### src/rtl/cout_wb_ctrl.sv
// cout_wb_ctrl: write-back sequencer for RSA output rows into the TB/CB BRAM
// banks (port B). Enables and addresses are registered on the same edge the
// mapping stage registers C_data, so they line up with the mapped dinb.
module cout_wb_ctrl #(
    parameter int X      = 4,
    parameter int L      = 4,
    parameter int RSA_AW = 10,
    parameter int LEN_W  = 8
) (
    input  logic              clk,
    input  logic              sys_rst_n,
    input  logic              cmd_valid,
    output logic              cmd_ready,
    input  logic [2:0]        cmd_mode,
    input  logic [RSA_AW-1:0] cmd_base_addr,
    input  logic [LEN_W-1:0]  cmd_len,
    input  logic              C_valid,
    output logic [2:0]        C_map_mode,
    output logic [L-1:0]      C_TB_web,
    output logic [RSA_AW-1:0] C_TB_addrb,
    output logic [L-1:0]      C_CB_web,
    output logic [RSA_AW-1:0] C_CB_addrb,
    output logic              busy,
    output logic              wb_done
);

    typedef enum logic [1:0] {IDLE, RUN, FLUSH} state_t;

    state_t              state_q, state_d;
    logic [2:0]          mode_q, mode_d;
    logic [RSA_AW-1:0]   base_q, base_d;
    logic [LEN_W-1:0]    len_q, len_d;
    logic [LEN_W-1:0]    cnt_q, cnt_d;
    logic [L-1:0]        tb_web_q, tb_web_d;
    logic [L-1:0]        cb_web_q, cb_web_d;
    logic [RSA_AW-1:0]   tb_addr_q, tb_addr_d;
    logic [RSA_AW-1:0]   cb_addr_q, cb_addr_d;
    logic                wb_done_q, wb_done_d;

    logic                tb_sel;
    logic                last_row;
    logic [L-1:0]        row_mask;
    logic [RSA_AW-1:0]   row_addr;

    // Per-bank write mask for a map mode (bit i = bank i).
    function automatic logic [L-1:0] mode_mask(input logic [2:0] m);
        logic [L-1:0] mk;
        mk = '0;
        case (m)
            3'b111, 3'b110: mk = L'(4'b0011);
            3'b100, 3'b101: mk = L'(4'b1100);
            default: begin
                for (int unsigned i = 0; i < unsigned'(L); i++) begin
                    if (i < unsigned'(X)) mk[i] = 1'b1;
                end
            end
        endcase
        return mk;
    endfunction

    assign tb_sel   = (mode_q[2:1] == 2'b00);
    assign row_mask = mode_mask(mode_q);
    assign row_addr = base_q + RSA_AW'(cnt_q);
    assign last_row = (cnt_q == (len_q - LEN_W'(1)));

    // Completion stays "busy" through the wb_done cycle; ready returns after.
    assign cmd_ready  = (state_q == IDLE) && !wb_done_q;
    assign busy       = (state_q != IDLE) || wb_done_q;
    assign wb_done    = wb_done_q;
    assign C_map_mode = mode_q;
    assign C_TB_web   = tb_web_q;
    assign C_CB_web   = cb_web_q;
    assign C_TB_addrb = tb_addr_q;
    assign C_CB_addrb = cb_addr_q;

    // Next-state and registered write-port outputs.
    always_comb begin
        state_d   = state_q;
        mode_d    = mode_q;
        base_d    = base_q;
        len_d     = len_q;
        cnt_d     = cnt_q;
        tb_web_d  = '0;
        cb_web_d  = '0;
        tb_addr_d = tb_addr_q;
        cb_addr_d = cb_addr_q;
        wb_done_d = 1'b0;
        case (state_q)
            IDLE: begin
                if (cmd_valid && cmd_ready) begin
                    mode_d  = cmd_mode;
                    base_d  = cmd_base_addr;
                    len_d   = cmd_len;
                    cnt_d   = '0;
                    state_d = (cmd_len != '0) ? RUN : FLUSH;
                end
            end
            RUN: begin
                if (C_valid) begin
                    if (tb_sel) begin
                        tb_web_d  = row_mask;
                        tb_addr_d = row_addr;
                    end else begin
                        cb_web_d  = row_mask;
                        cb_addr_d = row_addr;
                    end
                    cnt_d = cnt_q + LEN_W'(1);
                    if (last_row) begin
                        wb_done_d = 1'b1;
                        state_d   = IDLE;
                    end
                end
            end
            FLUSH: begin
                wb_done_d = 1'b1;
                state_d   = IDLE;
            end
            default: state_d = IDLE;
        endcase
    end

    // State and output registers, asynchronous active-low reset.
    always_ff @(posedge clk or negedge sys_rst_n) begin
        if (!sys_rst_n) begin
            state_q   <= IDLE;
            mode_q    <= '0;
            base_q    <= '0;
            len_q     <= '0;
            cnt_q     <= '0;
            tb_web_q  <= '0;
            cb_web_q  <= '0;
            tb_addr_q <= '0;
            cb_addr_q <= '0;
            wb_done_q <= 1'b0;
        end else begin
            state_q   <= state_d;
            mode_q    <= mode_d;
            base_q    <= base_d;
            len_q     <= len_d;
            cnt_q     <= cnt_d;
            tb_web_q  <= tb_web_d;
            cb_web_q  <= cb_web_d;
            tb_addr_q <= tb_addr_d;
            cb_addr_q <= cb_addr_d;
            wb_done_q <= wb_done_d;
        end
    end

endmodule

### config.mk
export PLATFORM = sky130hd
export DESIGN_NAME = cout_wb_ctrl
export DESIGN_NICKNAME = d
export VERILOG_FILES = /design/src/rtl/cout_wb_ctrl.sv
export SDC_FILE = /design/constraint.sdc
export NUM_CORES = 1
export LEC_CHECK = 0
export CELL_PAD_IN_SITES_DETAIL_PLACEMENT = 2
export CELL_PAD_IN_SITES_GLOBAL_PLACEMENT = 2
export CORE_MARGIN = 2
export CORE_UTILIZATION = 35
export DETAILED_ROUTE_END_ITERATION = 10
export PLACE_DENSITY = 0.85
export SLEW_MARGIN = 20
export SYNTH_ARGS = -nofsm -noshare
export SYNTH_HDL_FRONTEND = slang
export SYNTH_SLANG_ARGS = --single-unit
### constraint.sdc
create_clock -name clk -period 2.9 [get_ports clk]
set_input_delay 0.58 -clock clk [delete_from_list [all_inputs] [get_ports clk]]
set_output_delay 0.58 -clock clk [all_outputs]
set_load 0.01 [all_outputs]
==> flow_metrics.env <==
export IMPL_async_flop_share_pct=100
export IMPL_critPathBufInv=2
export IMPL_fp_row_count=33
export IMPL_post_cts_repair_setup_buffers=0
export IMPL_post_drt_wl_per_cell_um=17.7
export IMPL_cts_max_level=2
export IMPL_synth_edf_count=0
export IMPL_most_common_layout_cells="clkdlybuf4s50_1 (57), dfrtp_1 (56), nand2_1 (33)"
export IMPL_cp_data_required_time_ns=2.32
export IMPL_arrival_ns=2.05
export IMPL_fmaxAchievable_mhz=380
export IMPL_overflow=0
export IMPL_core_mm2=0.00830
export IMPL_clk_pin_slew_ns=0.10
export IMPL_met3_usage_pct=2.53
export IMPL_path_class="reg2out"
export IMPL_dominantRegCellSynth="dfrtp_1"
export IMPL_max_slew_worst_pin_slew_ns=0.923
export IMPL_num_io_pins=59
export IMPL_layout_core_utilization_pct=46.1
export IMPL_synth_seq_area_share_pct=46.3
export IMPL_initial_core_util_pct=36.5
export IMPL_timing_final_hold_violations=0
export IMPL_hold_path_class="in2async"
export IMPL_die_width_um=97.0
export IMPL_dp_hpwl_um=6500
export IMPL_cts_root_buffer_cell="clkbuf_8"
export IMPL_finalMaxSlewViolations=0
export IMPL_fin_tns_setup_ns=0
export IMPL_place_area_mm2=0.00372
export IMPL_yosys_warnings=0
export IMPL_routabilityCongestion=0.767
export IMPL_worst_skew_pair_late_latency_ns=0.32
export IMPL_crit_reg2reg_launch="state_q[0]"
export IMPL_port_buffers=58
export IMPL_setup_viol=0
export IMPL_cts_inserted_buffers=5
export IMPL_fin_worst_skew_ns=0.0143
export IMPL_fraction_of_layout_cells_with_a_size_suffix_above_1_pct=10.2
export IMPL_route_final_wire_length_um=8270
export IMPL_remaining_drc_errors=0
export IMPL_rsz0062_at_grt="false"
export IMPL_vdd_ir_drop_max_mv=0.355
export IMPL_drt_first_iter_violations=45
export IMPL_grt_usage_pct=17.9
export IMPL_via_per_inst=5.30
export IMPL_grt_util_met1_pct=20.6
export IMPL_drt_antenna_violating_nets=0
export IMPL_reg2reg_to="base_q[8]"
export IMPL_cts_repair_resized=0
export IMPL_num_vias=2479
export IMPL_min_period_ns=2.63
export IMPL_antenna_violations_before_repair=0
export IMPL_grt_met2_usage_pct=34.6
export IMPL_layout_cell_area_non_filler_mm2=0.00382
export IMPL_preCtsSetupSlack_ns=0.439
export IMPL_cp_end_kind="output port"
export IMPL_timing_critical_path_fanout_max=7
export IMPL_startpoint="state_q[0]"
export IMPL_max_clock_path_buffers=2
export IMPL_synth_nets=345
export IMPL_synth_cell_type_count=42
export IMPL_outcome="finished clean"
export IMPL_reg2reg_depth=6
export IMPL_drv_max_cap_violation_count=0
export IMPL_synthToLayoutAreaGrowth_pct=26.3
export IMPL_layout_worst_path_cycle_share_pct=90.8
export IMPL_critPathMaxStageDelay_ns=0.61
export IMPL_grt_pass1_vias=2817
export IMPL_setup_ws_ns=0.267
export IMPL_die_area_mm2=0.00941
export IMPL_die_h_um=97.0
export IMPL_global_route_wire_length_before_repair_um=13700
export IMPL_syn_area_per_cell_um2=9.90
export IMPL_final_fill_count=931
export IMPL_worst_path_max_delay_cell="clkdlybuf4s50_1"
export IMPL_synthesis_area_mm2=0.00303
export IMPL_grt_max_degree=30
export IMPL_final_common_cell="clkdlybuf4s50_1"
export IMPL_slew_limit_headroom_pct=37.9
export IMPL_numClockSinks=56
export IMPL_path_delay_family="buffers and inverters"
export IMPL_crit_path_start_kind="flip-flop"
export IMPL_worst_r2r_setup_slack_ns=0.47
export IMPL_drt_pre_antenna_iters=4
export IMPL_worstPathCellList="inv_1, ha_1, nor2b_1, clkdlybuf4s50_1"
export IMPL_syn_instance_count=306
export IMPL_grt_most_used_layer="met2"
export IMPL_diodes=0
export IMPL_tritoncts="yes"
export IMPL_ctsHoldBuffers=0
export IMPL_ys_seq_elements=56
export IMPL_finish_net_count=401
export IMPL_p_per_area_mw_per_mm2=989
export IMPL_power_leakage_nw=1.67
## report_power, final
| part | internal, mW | switching (mW) |
|---|---|---|
| Combinational | 0.933 | 0.942 |
| Clock | 0.257 | 0.264 |
| Sequential | 1.09 | 0.294 |
## layer usage
layer	vias up	wire, µm
li1	1175	-
met1	1243	3460
met2	49	4470
met3	12	219
met4	0	121
met5	-	0
## Yosys cell counts (3+ instances only)
cell type,instances,share of area [%]
dfrtp_1,56,46
nand2_1,33,4.1
o21ai_0,23,3.8
mux2_2,21,7.8
nor2_1,20,2.5
inv_1,17,2.1
ha_1,13,5.4
a21oi_1,12,2.0
nand2b_1,10,2.1
xnor2_1,10,2.9
xor2_1,10,2.9
nand3_1,8,1.3
clkbuf_1,7,0.87
nand4_1,7,1.4
a31oi_1,4,0.83
buf_4,4,0.99
nor2b_1,4,0.83
nor3_1,4,0.66
nor4_1,4,0.83
a21o_1,3,0.74
and2_1,3,0.62
buf_1,3,0.37
## stage by stage
| stage | std cells | hold WS (ns) | power, mW |
|---|---|---|---|
| after floorplan | 306 | 0.284 | 2.48 |
| after global placement | 460 | 0.460 | 3.16 |
| after detailed placement | 460 | 0.483 | 3.30 |
| after CTS | 468 | 0.314 | 3.84 |
| after global routing | 468 | 0.329 | 4.10 |
| final | 468 | 0.296 | 3.78 |
## cell type report
class | instances | area, µm² | share of cell area [%]
Clock inverter | 2 | 35.0 | 0.916
Multi-Input combinational cell | 219 | 1500 | 39.1
Clock buffer | 6 | 72.6 | 1.90
Timing Repair Buffer | 63 | 626 | 16.4
Sequential cell | 56 | 1400 | 36.6
Inverter | 17 | 63.8 | 1.67
Tap cell | 105 | 131 | 3.43
## how the worst max path moves through the flow
stage                     cells past startpoint             to
after floorplan                               8     state_q[0]
after global placement                        7  C_CB_addrb[8]
after detailed placement                      7  C_CB_addrb[8]
after CTS                                     4      cmd_ready
after global routing                          4      cmd_ready
final                                         4      cmd_ready
## flip-flops by register name (all words and copies together), names as in the netlist
name,cells
C_TB_web,2
C_map_mode,3
C_CB_web,2
state_q,2
wb_done,1
len_q,8
C_TB_addrb,10
cnt_q,8
C_CB_addrb,10
base_q,10
## worst reg2reg max path: cells and delay by family (launching register included)
family        cells  cell delay (ns)
buf+inv           2             0.46
flops             1             0.41
simple gates      2             0.86
fa+ha+maj         1             0.30
mux               1             0.29
## logic make-up (layout without fill, tap and decap cells)
group | count (synthesis) | after routing | synth area share, %
xor+xnor | 21 | 21 | 6.32
flops | 56 | 56 | 46.3
fa+ha+maj | 14 | 14 | 6.03
buf+inv | 31 | 88 | 4.34
compound gates | 65 | 65 | 13.8
simple gates | 98 | 98 | 15.4
mux | 21 | 21 | 7.81
Power figures use the tool's default switching activity.
